<file path="config.mk">
export PLATFORM = sky130hd
export DESIGN_NAME = work_dispatcher
export DESIGN_NICKNAME = d
export VERILOG_FILES = /design/src/rtl/miner_pkg.sv /design/src/rtl/word_serializer.sv /design/src/rtl/work_dispatcher.sv
export SDC_FILE = /design/constraint.sdc
export NUM_CORES = 1
export LEC_CHECK = 0
export ABC_AREA = 0
export CORE_AREA = 5 5 350 352
export CTS_CLUSTER_SIZE = 20
export DETAILED_ROUTE_END_ITERATION = 6
export DIE_AREA = 0 0 355 357
export GPL_TIMING_DRIVEN = 0
export PLACE_DENSITY = 0.57
export SLEW_MARGIN = 20
export SYNTH_ARGS = -nofsm -noshare
export SYNTH_HDL_FRONTEND = slang
export SYNTH_HIERARCHICAL = 1
export SYNTH_SLANG_ARGS = --single-unit
export TNS_END_PERCENT = 100
</file>
<file path="constraint.sdc">
create_clock -name clk -period 25.6 [get_ports clk]
set_input_delay 2.56 -clock clk [delete_from_list [all_inputs] [get_ports clk]]
set_output_delay 2.56 -clock clk [all_outputs]
set_load 0.01 [all_outputs]
</file>
<file path="src/rtl/miner_pkg.sv">
// Shared definitions for the work dispatcher: control state encoding and
// the fixed word and bit widths of one mining job.
package miner_pkg;

    localparam int WORD_W    = 32;
    localparam int MID_BITS  = 256;
    localparam int HEAD_BITS = 512;

    typedef enum logic [2:0] {
        IDLE,
        START,
        MID,
        HEAD,
        SOLVE,
        REPORT
    } state_t;

endpackage

</file>
<file path="src/rtl/word_serializer.sv">
// Load-and-shift register that emits N_WORDS words, first word from the MSB end,
// one beat every GAP+1 cycles while run is high; the last word is held during gaps.
module word_serializer #(
    parameter int WORD_W  = 32,
    parameter int N_WORDS = 24,
    parameter int GAP     = 0
) (
    input  logic                         clk,
    input  logic                         n_rst,
    input  logic                         load,
    input  logic [WORD_W*N_WORDS-1:0]    data,
    input  logic                         run,
    output logic                         beat,
    output logic [$clog2(N_WORDS+1)-1:0] beat_idx,
    output logic [WORD_W-1:0]            word
);

    localparam int IDX_W = $clog2(N_WORDS + 1);
    localparam int CNT_W = $clog2(GAP + 2);

    logic [WORD_W-1:0] words_reg [N_WORDS];
    logic [WORD_W-1:0] shift_src [N_WORDS];
    logic [WORD_W-1:0] hold_reg;
    logic [CNT_W-1:0]  gap_reg;
    logic [IDX_W-1:0]  idx_reg;

    assign beat     = run && (gap_reg == '0);
    assign beat_idx = idx_reg;
    assign word     = beat ? words_reg[0] : hold_reg;

    // words_reg[0] always holds the next word to go out; each beat moves the
    // whole chain down one slot and backfills the tail with zero.
    for (genvar gi = 0; gi < N_WORDS; gi++) begin : g_word
        if (gi < N_WORDS - 1) begin : g_link
            assign shift_src[gi] = words_reg[gi+1];
        end else begin : g_tail
            assign shift_src[gi] = '0;
        end

        always_ff @(posedge clk) begin
            if (!n_rst) begin
                words_reg[gi] <= '0;
            end else if (load) begin
                words_reg[gi] <= data[WORD_W*(N_WORDS-gi)-1 -: WORD_W];
            end else if (beat) begin
                words_reg[gi] <= shift_src[gi];
            end
        end
    end

    always_ff @(posedge clk) begin
        if (!n_rst || load) begin
            gap_reg  <= '0;
            idx_reg  <= '0;
            hold_reg <= '0;
        end else if (run) begin
            if (beat) begin
                gap_reg  <= CNT_W'(GAP);
                idx_reg  <= idx_reg + IDX_W'(1);
                hold_reg <= words_reg[0];
            end else begin
                gap_reg  <= gap_reg - CNT_W'(1);
            end
        end
    end

endmodule

</file>
<file path="src/rtl/work_dispatcher.sv">
// Host-side job transmitter: streams midstate and header words into the core,
// waits for a claimed solution (or timeout/abort) and hands the nonce back.
module work_dispatcher
    import miner_pkg::*;
#(
    parameter int MID_WORDS  = 8,
    parameter int HEAD_WORDS = 16,
    parameter int SHIFT_GAP  = 0,
    parameter int TIMEOUT_W  = 32
) (
    input  logic                 clk,
    input  logic                 n_rst,
    input  logic                 job_valid,
    output logic                 job_ready,
    input  logic [MID_BITS-1:0]  job_midstate,
    input  logic [HEAD_BITS-1:0] job_header,
    input  logic [TIMEOUT_W-1:0] job_timeout,
    input  logic                 abort,
    output logic                 start_found,
    output logic                 shift_in_enable,
    output logic [WORD_W-1:0]    in_data,
    input  logic                 sol_claim,
    input  logic [WORD_W-1:0]    out_data,
    output logic                 sol_response,
    output logic                 nonce_valid,
    input  logic                 nonce_ready,
    output logic [WORD_W-1:0]    nonce,
    output logic                 job_expired,
    output logic                 busy
);

    localparam int N_WORDS = MID_WORDS + HEAD_WORDS;
    localparam int IDX_W   = $clog2(N_WORDS + 1);

    state_t               state_reg, state_next;
    logic                 ready_reg;
    logic [TIMEOUT_W-1:0] timeout_reg;
    logic [TIMEOUT_W-1:0] tcount_reg;
    logic [WORD_W-1:0]    nonce_reg;
    logic                 resp_reg;
    logic                 expired_reg;

    logic                 accept;
    logic                 shifting;
    logic                 expire;
    logic                 claim_take;
    logic                 ser_beat;
    logic [IDX_W-1:0]     ser_idx;
    logic [WORD_W-1:0]    ser_word;
    logic                 mid_last;
    logic                 head_last;

    assign accept    = job_valid && job_ready;
    assign shifting  = (state_reg == MID) || (state_reg == HEAD);
    assign mid_last  = ser_beat && (ser_idx == IDX_W'(MID_WORDS - 1));
    assign head_last = ser_beat && (ser_idx == IDX_W'(N_WORDS - 1));

    // One serializer over the concatenation keeps the gap pacing continuous
    // across the midstate/header boundary.
    word_serializer #(
        .WORD_W  (WORD_W),
        .N_WORDS (N_WORDS),
        .GAP     (SHIFT_GAP)
    ) u_serializer (
        .clk      (clk),
        .n_rst    (n_rst),
        .load     (accept),
        .data     ({job_midstate, job_header}),
        .run      (shifting),
        .beat     (ser_beat),
        .beat_idx (ser_idx),
        .word     (ser_word)
    );

    always_comb begin
        state_next = state_reg;
        expire     = 1'b0;
        claim_take = 1'b0;
        case (state_reg)
            IDLE: begin
                if (accept) state_next = START;
            end
            START: begin
                if (abort) begin
                    state_next = IDLE;
                    expire     = 1'b1;
                end else begin
                    state_next = MID;
                end
            end
            MID: begin
                if (abort) begin
                    state_next = IDLE;
                    expire     = 1'b1;
                end else if (mid_last) begin
                    state_next = HEAD;
                end
            end
            HEAD: begin
                if (abort) begin
                    state_next = IDLE;
                    expire     = 1'b1;
                end else if (head_last) begin
                    state_next = SOLVE;
                end
            end
            SOLVE: begin
                // Abort beats a claim, and a claim beats the timeout.
                if (abort) begin
                    state_next = IDLE;
                    expire     = 1'b1;
                end else if (sol_claim) begin
                    state_next = REPORT;
                    claim_take = 1'b1;
                end else if (tcount_reg == TIMEOUT_W'(1)) begin
                    state_next = IDLE;
                    expire     = 1'b1;
                end
            end
            REPORT: begin
                if (nonce_ready) state_next = IDLE;
            end
            default: state_next = IDLE;
        endcase
    end

    always_ff @(posedge clk) begin
        if (!n_rst) begin
            state_reg   <= IDLE;
            ready_reg   <= 1'b0;
            timeout_reg <= '0;
            tcount_reg  <= '0;
            nonce_reg   <= '0;
            resp_reg    <= 1'b0;
            expired_reg <= 1'b0;
        end else begin
            state_reg   <= state_next;
            ready_reg   <= 1'b1;
            resp_reg    <= claim_take;
            expired_reg <= expire;
            if (accept) timeout_reg <= job_timeout;
            // A zero limit loads zero and never reaches the expiry value of one.
            if (state_reg == HEAD && state_next == SOLVE) begin
                tcount_reg <= timeout_reg;
            end else if (state_reg == SOLVE && tcount_reg != '0) begin
                tcount_reg <= tcount_reg - TIMEOUT_W'(1);
            end
            if (claim_take) nonce_reg <= out_data;
        end
    end

    // ready_reg keeps job_ready low for the first cycle after reset.
    assign job_ready       = (state_reg == IDLE) && ready_reg;
    assign start_found     = (state_reg == START);
    assign shift_in_enable = ser_beat;
    assign in_data         = shifting ? ser_word : '0;
    assign sol_response    = resp_reg;
    assign nonce_valid     = (state_reg == REPORT);
    assign nonce           = nonce_reg;
    assign job_expired     = expired_reg;
    assign busy            = (state_reg != IDLE);

endmodule

</file>
==> impl_metrics.xml, run 1 <==
<?xml version="1.0" encoding="UTF-8"?>
<metrics>
  <group name="drt">
    <metric name="route.detailed.drc" unit="">0</metric>
    <metric name="vias" unit="">26200</metric>
    <metric name="drtAntennaViolNets" unit="">0</metric>
    <metric name="firstDrtPassIters" unit="">5</metric>
    <metric name="route.detailed.vias_per_inst" unit="">5.08</metric>
    <metric name="drtIter0Drc" unit="">1834</metric>
    <metric name="wl_per_cell" unit="um">27.7</metric>
    <metric name="routed_wl" unit="mm">143</metric>
  </group>
  <group name="clocking">
    <metric name="cts.hold.buffers_added" unit="">0</metric>
    <metric name="cts_resized" unit="">0</metric>
    <metric name="cts.htree.levels" unit="">3</metric>
    <metric name="cts_sinks" unit="">908</metric>
    <metric name="post_cts.repair.setup_buffers" unit="">0</metric>
    <metric name="clock-root-buffer" unit="">sky130_fd_sc_hd__clkbuf_16</metric>
    <metric name="insertion_delay" unit="ns">0.69</metric>
    <metric name="cts_made_buffers" unit="">101</metric>
    <metric name="clk_pin_slew_worst_paths" unit="ns">0.06</metric>
    <metric name="clk_path_buf_depth" unit="">3</metric>
    <metric name="tritoncts_clock_tree" unit="">built</metric>
  </group>
  <group name="placement">
    <metric name="preCtsSetupSlack" unit="ns">18.35</metric>
    <metric name="place.gp.congestion" unit="">0.888</metric>
    <metric name="postPlaceCellArea" unit="mm2">0.0483</metric>
    <metric name="numPlacedInstances" unit="">4918</metric>
    <metric name="dpl.hpwl" unit="mm">115</metric>
    <metric name="io_buffers" unit="">908</metric>
  </group>
  <group name="cells_and_area">
    <metric name="synthToLayoutAreaGrowth" unit="%">40.4</metric>
    <metric name="final_area" unit="mm2">0.0517</metric>
    <metric name="finish.cell_count_without_fillers" unit="">5150</metric>
    <metric name="design.final.nets" unit="">4315</metric>
    <metric name="multi_input_area" unit="mm2">0.00982</metric>
    <metric name="largest_reg_flops" unit="">768</metric>
    <metric name="final_util" unit="">0.434</metric>
    <metric name="final.fill_count" unit="">10900</metric>
    <metric name="seq_area" unit="mm2">0.0259</metric>
    <metric name="layout-drive-gt1-share" unit="">0.101</metric>
  </group>
  <group name="synth">
    <metric name="yosys_top_cell_area_share" unit="">0.627</metric>
    <metric name="postSynthAreaPerCell" unit="um2">15.1</metric>
    <metric name="synth_top_cells_by_area" unit="">sky130_fd_sc_hd__edfxtp_1 63%, sky130_fd_sc_hd__a22o_1 18%, sky130_fd_sc_hd__dfxtp_1 7.6%, sky130_fd_sc_hd__nand2_1 1.7%, sky130_fd_sc_hd__buf_2 1.6%</metric>
    <metric name="yosysWarningCount" unit="">6</metric>
    <metric name="synth_async_sr_flop_share" unit="">0</metric>
    <metric name="synth_fp_nets" unit="">3286</metric>
    <metric name="ys_ff_latch" unit="">908</metric>
    <metric name="number_of_enable_flip_flop_cells_after_synthesis" unit="">768</metric>
    <metric name="synth_flop_cell" unit="">sky130_fd_sc_hd__edfxtp_1</metric>
    <metric name="synth.yosys.seq_area_share" unit="">0.703</metric>
    <metric name="synthCells" unit="">2444</metric>
    <metric name="synth_top_cell_by_area" unit="">sky130_fd_sc_hd__edfxtp_1</metric>
    <metric name="syn_std_cell_area" unit="mm2">0.0368</metric>
    <metric name="netlist-cell-type-count" unit="">66</metric>
  </group>
  <group name="worst_setup_path">
    <metric name="worstSetupPathType" unit="">register to output pin</metric>
    <metric name="cp_max_fo" unit="">14</metric>
    <metric name="r2r_setup_slack" unit="ns">20.32</metric>
    <metric name="worst_setup_path_start_kind" unit="">register</metric>
    <metric name="cp_data_required_time" unit="ns">23.04</metric>
    <metric name="critPathArrivalTime" unit="ns">4.61</metric>
    <metric name="kind_of_end_point_of_the_critical_path" unit="">output pin</metric>
  </group>
  <group name="sta">
    <metric name="hold_viol" unit="">0</metric>
    <metric name="worst_slew_margin_rel" unit="">0.271</metric>
    <metric name="finalSetupViolations" unit="">0</metric>
    <metric name="fin_crit_sh" unit="">0.280</metric>
    <metric name="fin_worst_skew" unit="ns">0.0500</metric>
    <metric name="max_freq" unit="MHz">139</metric>
    <metric name="grt_setup_unrepaired" unit="">false</metric>
    <metric name="fin_setup_tns" unit="ns">0</metric>
    <metric name="finalCriticalPeriod" unit="ns">7.17</metric>
    <metric name="worst-slew-pin-transition" unit="ns">1.09</metric>
    <metric name="timing.hold.ws" unit="ns">0.453</metric>
    <metric name="setup_ws" unit="ns">18.43</metric>
    <metric name="slew_viol_final" unit="">0</metric>
  </group>
  <group name="grt">
    <metric name="largest_net_degree_at_the_start_of_global_routing" unit="">57</metric>
    <metric name="grt_pass1_wl" unit="mm">195</metric>
    <metric name="global_route.usage.total" unit="">0.216</metric>
    <metric name="globalRouteOverflowTotal" unit="">0</metric>
    <metric name="first_global_vias" unit="">26800</metric>
    <metric name="number_of_antenna_violations_at_the_first_check_in_global_routing" unit="">94</metric>
  </group>
  <group name="power_and_ir_drop">
    <metric name="ir_worst_vdd" unit="uV">54.5</metric>
    <metric name="total_leakage_power" unit="nW">19.0</metric>
    <metric name="internal_power_of_the_cells" unit="mW">2.68</metric>
    <metric name="power.share.clock" unit="">0.413</metric>
    <metric name="p_total" unit="mW">3.45</metric>
    <metric name="p_seq_frac" unit="">0.506</metric>
    <metric name="pwr_density_cell" unit="mW/mm2">66.7</metric>
    <metric name="share_comb_of_total_power" unit="">0.081</metric>
    <metric name="power.switching" unit="mW">0.769</metric>
    <metric name="net_switching_fraction_of_the_power" unit="">0.223</metric>
  </group>
  <group name="floorplan">
    <metric name="fp.dieArea" unit="mm2">0.127</metric>
    <metric name="core_area" unit="mm2">0.119</metric>
    <metric name="die_h" unit="um">357</metric>
    <metric name="fp.dieW" unit="um">355</metric>
    <metric name="core.rowCount" unit="">127</metric>
    <metric name="io_pins" unit="">909</metric>
    <metric name="starting_density_of_the_core" unit="">0.309</metric>
  </group>
  <group name="outcome">
    <metric name="outcome" unit="">finished, final reports clean</metric>
  </group>
  <group name="job">
    <metric name="max_cap_viol_count" unit="">0</metric>
  </group>
  <group name="min_path">
    <metric name="worstHoldPathType" unit="">register to register</metric>
  </group>
</metrics>
## per-layer routing
layer,global-route usage,up-vias,share of wire
li1,-,12000,-
met1,0.231,12800,0.35
met2,0.400,1051,0.52
met3,0.0817,257,0.099
met4,0.0584,72,0.026
met5,0,-,0.0034
## area by class of cell
cell class,count,area share
plain buffers,214,0.0212
clock inverters,53,0.00852
inverters,8,0.000581
diodes,43,0.00208
well taps,1548,0.0375
flip-flops and latches,908,0.501
multi-input cells,1314,0.190
repair buffers,926,0.185
clock buffers,136,0.0547
## layout by cell type, fill, tap and decap left out, types with 12 or more instances in the layout
cell / n
sky130_fd_sc_hd__clkdlybuf4s50_1: 907
sky130_fd_sc_hd__edfxtp_1: 768
sky130_fd_sc_hd__a22o_1: 736
sky130_fd_sc_hd__nand2_1: 167
sky130_fd_sc_hd__dfxtp_1: 140
sky130_fd_sc_hd__buf_2: 116
sky130_fd_sc_hd__clkbuf_16: 104
sky130_fd_sc_hd__a21oi_1: 97
sky130_fd_sc_hd__clkbuf_1: 95
sky130_fd_sc_hd__and2_1: 70
sky130_fd_sc_hd__diode_2: 43
sky130_fd_sc_hd__and3_1: 37
sky130_fd_sc_hd__mux2_2: 32
sky130_fd_sc_hd__clkinv_2: 20
sky130_fd_sc_hd__clkinv_1: 17
sky130_fd_sc_hd__nor2_1: 16
sky130_fd_sc_hd__nor3_1: 15
sky130_fd_sc_hd__buf_6: 14
sky130_fd_sc_hd__nand3_1: 13
sky130_fd_sc_hd__buf_16: 13
sky130_fd_sc_hd__o21ai_0: 12
## worst paths after layout
path | start | end | cells past startpoint
worst min-delay path | nonce[31] | nonce[31] | 2
worst max register to register | state_reg[0] | u_serializer/words_reg[2][51] | 14
worst min register to register | nonce[31] | nonce[31] | 2
worst max-delay path | state_reg[1] | in_data[14] | 8
## worst max-delay path, stage by stage (launching register included)
cell                              delay (ns)
sky130_fd_sc_hd__dfxtp_1                0.43
sky130_fd_sc_hd__nor2b_1                0.89
sky130_fd_sc_hd__clkbuf_1               0.59
sky130_fd_sc_hd__nand2b_2               0.27
sky130_fd_sc_hd__inv_2                  0.27
sky130_fd_sc_hd__buf_2                  0.36
sky130_fd_sc_hd__mux2_2                 0.38
sky130_fd_sc_hd__and2_1                 0.21
sky130_fd_sc_hd__clkdlybuf4s50_1        0.50
## synth_stat cells (all sizes together) (6+ instances only)
master	n
and2	71
nor3	16
and3	37
o21ai	12
nand3	14
nand3b	6
or3	6
nand2	169
inv	8
mux2	32
clkbuf	75
a22o	736
nand2b	6
and4	6
or4	7
nor4	8
nor2	17
buf	137
a22oi	8
a21oi	97
a31oi	10
dfxtp	140
edfxtp	768
## power groups by stage
| stage | Sequential, mW | Clock, mW | Combinational, mW |
|---|---|---|---|
| after CTS | 1.75 | 1.46 | 0.281 |
| after global placement | 1.88 | 0 | 0.264 |
| after floorplan | 1.82 | 0 | 0.0868 |
| after global routing | 1.75 | 1.52 | 0.294 |
| final | 1.75 | 1.43 | 0.278 |
| after detailed placement | 1.78 | 0 | 0.280 |
## logic make-up after synthesis
logic type,Yosys count,share of synthesized area
buffers and inverters,222,0.0305
AOI/OAI and AO/OA,891,0.200
xor gates and xnor gates,7,0.00167
DFF,908,0.703
muxes,33,0.0101
and+or+nand+nor,379,0.0539
adders and majority gates,4,0.00136
(Power assumes the default switching activity.)
==> inputs of run 2 (changes only) <==
clock period = 6.7 ns   (was 25.6 ns; I/O delays follow)
==> run 2 against run 1 <==
Global-route usage barely moved. Critical endpoint is now u_serializer/words_reg[2][181]. Highest routed layer unchanged. Largest power group unchanged. Core utilization fell by 0.20 points. Routed wire length rose by 0.32%. Via count fell by 0.21%. Clock power rose to 3.8 times the previous value. Sequential share of layout area rose by 0.23 points.
==> impl_metrics.xml, run 2 (synthesized netlist as in run 1, its figures left out) <==
<?xml version="1.0" encoding="UTF-8"?>
<metrics>
  <group name="worst_setup_path">
    <metric name="cp_max_fo" unit="">100</metric>
    <metric name="critical_path.reg2reg.endpoint" unit="">u_serializer/words_reg[2][181]</metric>
    <metric name="crit_chain" unit="">clkbuf_1, nor3_1, and2_1, nand2_1, inv_1, buf_2, nor2b_1, clkbuf_1, nand2_8, buf_16, buf_16, buf_16, buf_16</metric>
    <metric name="r2r_setup_slack" unit="ns">1.28</metric>
    <metric name="reg2reg_from" unit="">state_reg[0]</metric>
    <metric name="worst_path_dominant_cell_family" unit="">buffers and inverters</metric>
    <metric name="slowest_delay" unit="ns">0.53</metric>
    <metric name="worstSetupPathType" unit="">register to register</metric>
    <metric name="kind_of_end_point_of_the_critical_path" unit="">register</metric>
    <metric name="crit_path_top_delay_cell" unit="">sky130_fd_sc_hd__buf_2</metric>
    <metric name="crit_top_cell" unit="">sky130_fd_sc_hd__buf_16</metric>
    <metric name="cp.buffers_inverters" unit="">8</metric>
    <metric name="cp_data_required_time" unit="ns">7.02</metric>
    <metric name="worst_setup_path_start_kind" unit="">register</metric>
    <metric name="critPathArrivalTime" unit="ns">5.75</metric>
    <metric name="rr_worst_depth" unit="">13</metric>
  </group>
  <group name="floorplan">
    <metric name="starting_density_of_the_core" unit="">0.309</metric>
    <metric name="fp.dieW" unit="um">355</metric>
    <metric name="fp.dieArea" unit="mm2">0.127</metric>
    <metric name="io_pins" unit="">909</metric>
    <metric name="die_h" unit="um">357</metric>
    <metric name="core.rowCount" unit="">127</metric>
    <metric name="core_area" unit="mm2">0.119</metric>
  </group>
  <group name="clocking">
    <metric name="post_cts.repair.setup_buffers" unit="">0</metric>
    <metric name="clk_pin_slew_worst_paths" unit="ns">0.06</metric>
    <metric name="cts.hold.buffers_added" unit="">0</metric>
    <metric name="cts_sinks" unit="">908</metric>
    <metric name="insertion_delay" unit="ns">0.68</metric>
    <metric name="cts_made_buffers" unit="">103</metric>
    <metric name="cts.htree.levels" unit="">3</metric>
    <metric name="clock-root-buffer" unit="">sky130_fd_sc_hd__clkbuf_16</metric>
    <metric name="tritoncts_clock_tree" unit="">built</metric>
    <metric name="clk_path_buf_depth" unit="">3</metric>
    <metric name="cts_resized" unit="">0</metric>
  </group>
  <group name="cells_and_area">
    <metric name="design.final.nets" unit="">4310</metric>
    <metric name="layout-drive-gt1-share" unit="">0.0957</metric>
    <metric name="synthToLayoutAreaGrowth" unit="%">39.8</metric>
    <metric name="final_util" unit="">0.432</metric>
    <metric name="most_frequent_cells_in_the_layout" unit="">907 x sky130_fd_sc_hd__clkdlybuf4s50_1, 768 x sky130_fd_sc_hd__edfxtp_1, 736 x sky130_fd_sc_hd__a22o_1</metric>
    <metric name="commonest_non_fill_non_tap_cell_in_the_layout" unit="">sky130_fd_sc_hd__clkdlybuf4s50_1</metric>
    <metric name="largest_reg_flops" unit="">768</metric>
  </group>
  <group name="drt">
    <metric name="drtIter0Drc" unit="">1865</metric>
    <metric name="vias" unit="">26100</metric>
    <metric name="route.detailed.vias_per_inst" unit="">5.09</metric>
    <metric name="firstDrtPassIters" unit="">5</metric>
    <metric name="routed_wl" unit="mm">143</metric>
    <metric name="wl_per_cell" unit="um">27.9</metric>
    <metric name="route.detailed.drc" unit="">0</metric>
    <metric name="drtAntennaViolNets" unit="">0</metric>
  </group>
  <group name="min_path">
    <metric name="whs_path_depth" unit="">1</metric>
    <metric name="worstHoldEndpoint" unit="">ready_reg</metric>
    <metric name="worstHoldPathType" unit="">input port to register</metric>
    <metric name="worstHoldStart" unit="">n_rst</metric>
  </group>
  <group name="grt">
    <metric name="global_route.usage.total" unit="">0.216</metric>
    <metric name="number_of_antenna_violations_at_the_first_check_in_global_routing" unit="">88</metric>
    <metric name="first_global_vias" unit="">26800</metric>
    <metric name="globalRouteOverflowTotal" unit="">0</metric>
    <metric name="grt_pass1_wl" unit="mm">194</metric>
    <metric name="largest_net_degree_at_the_start_of_global_routing" unit="">101</metric>
  </group>
  <group name="power_and_ir_drop">
    <metric name="total_leakage_power" unit="nW">18.9</metric>
    <metric name="pwr_density_cell" unit="mW/mm2">256</metric>
    <metric name="ir_worst_vdd" unit="uV">202</metric>
  </group>
  <group name="job">
    <metric name="max_cap_viol_count" unit="">0</metric>
  </group>
  <group name="sta">
    <metric name="hold_viol" unit="">0</metric>
    <metric name="grt_setup_unrepaired" unit="">false</metric>
    <metric name="timing.hold.ws" unit="ns">0.328</metric>
    <metric name="finalSetupViolations" unit="">0</metric>
    <metric name="worst_slew_margin_rel" unit="">0.345</metric>
    <metric name="fin_worst_skew" unit="ns">0.0238</metric>
    <metric name="fin_crit_sh" unit="">0.810</metric>
    <metric name="finalCriticalPeriod" unit="ns">5.42</metric>
    <metric name="max_freq" unit="MHz">184</metric>
    <metric name="worst-slew-pin-transition" unit="ns">0.980</metric>
    <metric name="slew_viol_final" unit="">0</metric>
  </group>
  <group name="placement">
    <metric name="place.gp.congestion" unit="">0.873</metric>
    <metric name="dpl.hpwl" unit="mm">114</metric>
    <metric name="io_buffers" unit="">908</metric>
  </group>
  <group name="outcome">
    <metric name="outcome" unit="">finished, final reports clean</metric>
  </group>
</metrics>
==> run 2: cell types whose count changed in the layout (fill, tap and decap cells not counted), moves of 3 or more <==
cell,change
sky130_fd_sc_hd__buf_12,-4
sky130_fd_sc_hd__clkinv_2,-3
sky130_fd_sc_hd__buf_16,-3
sky130_fd_sc_hd__diode_2,-7
sky130_fd_sc_hd__clkbuf_1,+7
sky130_fd_sc_hd__clkbuf_8,-7
sky130_fd_sc_hd__clkinv_1,+4
==> run 2: worst max path at each step <==
stage                       from                        endpoint  slack (ns)  depth (start not counted)
floorplan           state_reg[0]    u_serializer/words_reg[0][0]        1.45                          9
global route        state_reg[0]  u_serializer/words_reg[2][244]        0.88                         13
CTS                 state_reg[0]  u_serializer/words_reg[2][117]        1.09                         13
global placement       job_valid  u_serializer/words_reg[2][240]       -2.24                          7
detailed placement     job_valid  u_serializer/words_reg[2][240]        1.08                         11
finish              state_reg[0]  u_serializer/words_reg[2][181]        1.28                         13
==> run 2: layout make-up <==
class                           instances  area, um2
Tap cell                             1548       1940
Fill cell                           10900      67600
Clock inverter                         54        482
Multi-Input combinational cell       1314       9830
Antenna cell                           36       90.1
Timing Repair Buffer                  919       9380
Buffer                                214       1090
Clock buffer                          134       2720
Sequential cell                       908      25900
Inverter                                8       30.0
==> run 2: stage by stage <==
stage               instance area [um2]  TNS (ns)  power (mW)  setup slack, ns  instances
floorplan                         36800         0        7.09             1.45       2444
global placement                  47800  -1528.15        7.87            -2.24       4900
detailed placement                48100         0        7.85             1.08       4911
CTS                               51300         0        13.3             1.09       5099
global route                      51400         0        13.6            0.881       5114
finish                            51400         0        13.1             1.28       5135
==> run 2: worst reg2reg max path, stage by stage, from the launching register on <==
cell and delay (ns):
sky130_fd_sc_hd__dfxtp_1 0.29, sky130_fd_sc_hd__clkbuf_1 0.18, sky130_fd_sc_hd__nor3_1 0.39, sky130_fd_sc_hd__and2_1 0.20, sky130_fd_sc_hd__nand2_1 0.26, sky130_fd_sc_hd__inv_1 0.29
sky130_fd_sc_hd__buf_2 0.53, sky130_fd_sc_hd__nor2b_1 0.37, sky130_fd_sc_hd__clkbuf_1 0.43, sky130_fd_sc_hd__nand2_8 0.48, sky130_fd_sc_hd__buf_16 0.33, sky130_fd_sc_hd__buf_16 0.31
sky130_fd_sc_hd__buf_16 0.46, sky130_fd_sc_hd__buf_16 0.44
==> run 2: report_power, final <==
group / internal, mW / leakage, nW / switching [mW]
sequential: 6.54 / 9.30 / 0.140
clock: 3.07 / 1.57 / 2.36
combinational: 0.596 / 8.06 / 0.446
==> run 2: per-layer routing <==
metal  share of wire  up-vias  global-route usage
met1            0.35    12800               0.225
met3           0.093      250              0.0827
met2            0.52      974               0.401
met4           0.028       64              0.0663
met5          0.0031        -                   0
li1                -    12000                   -
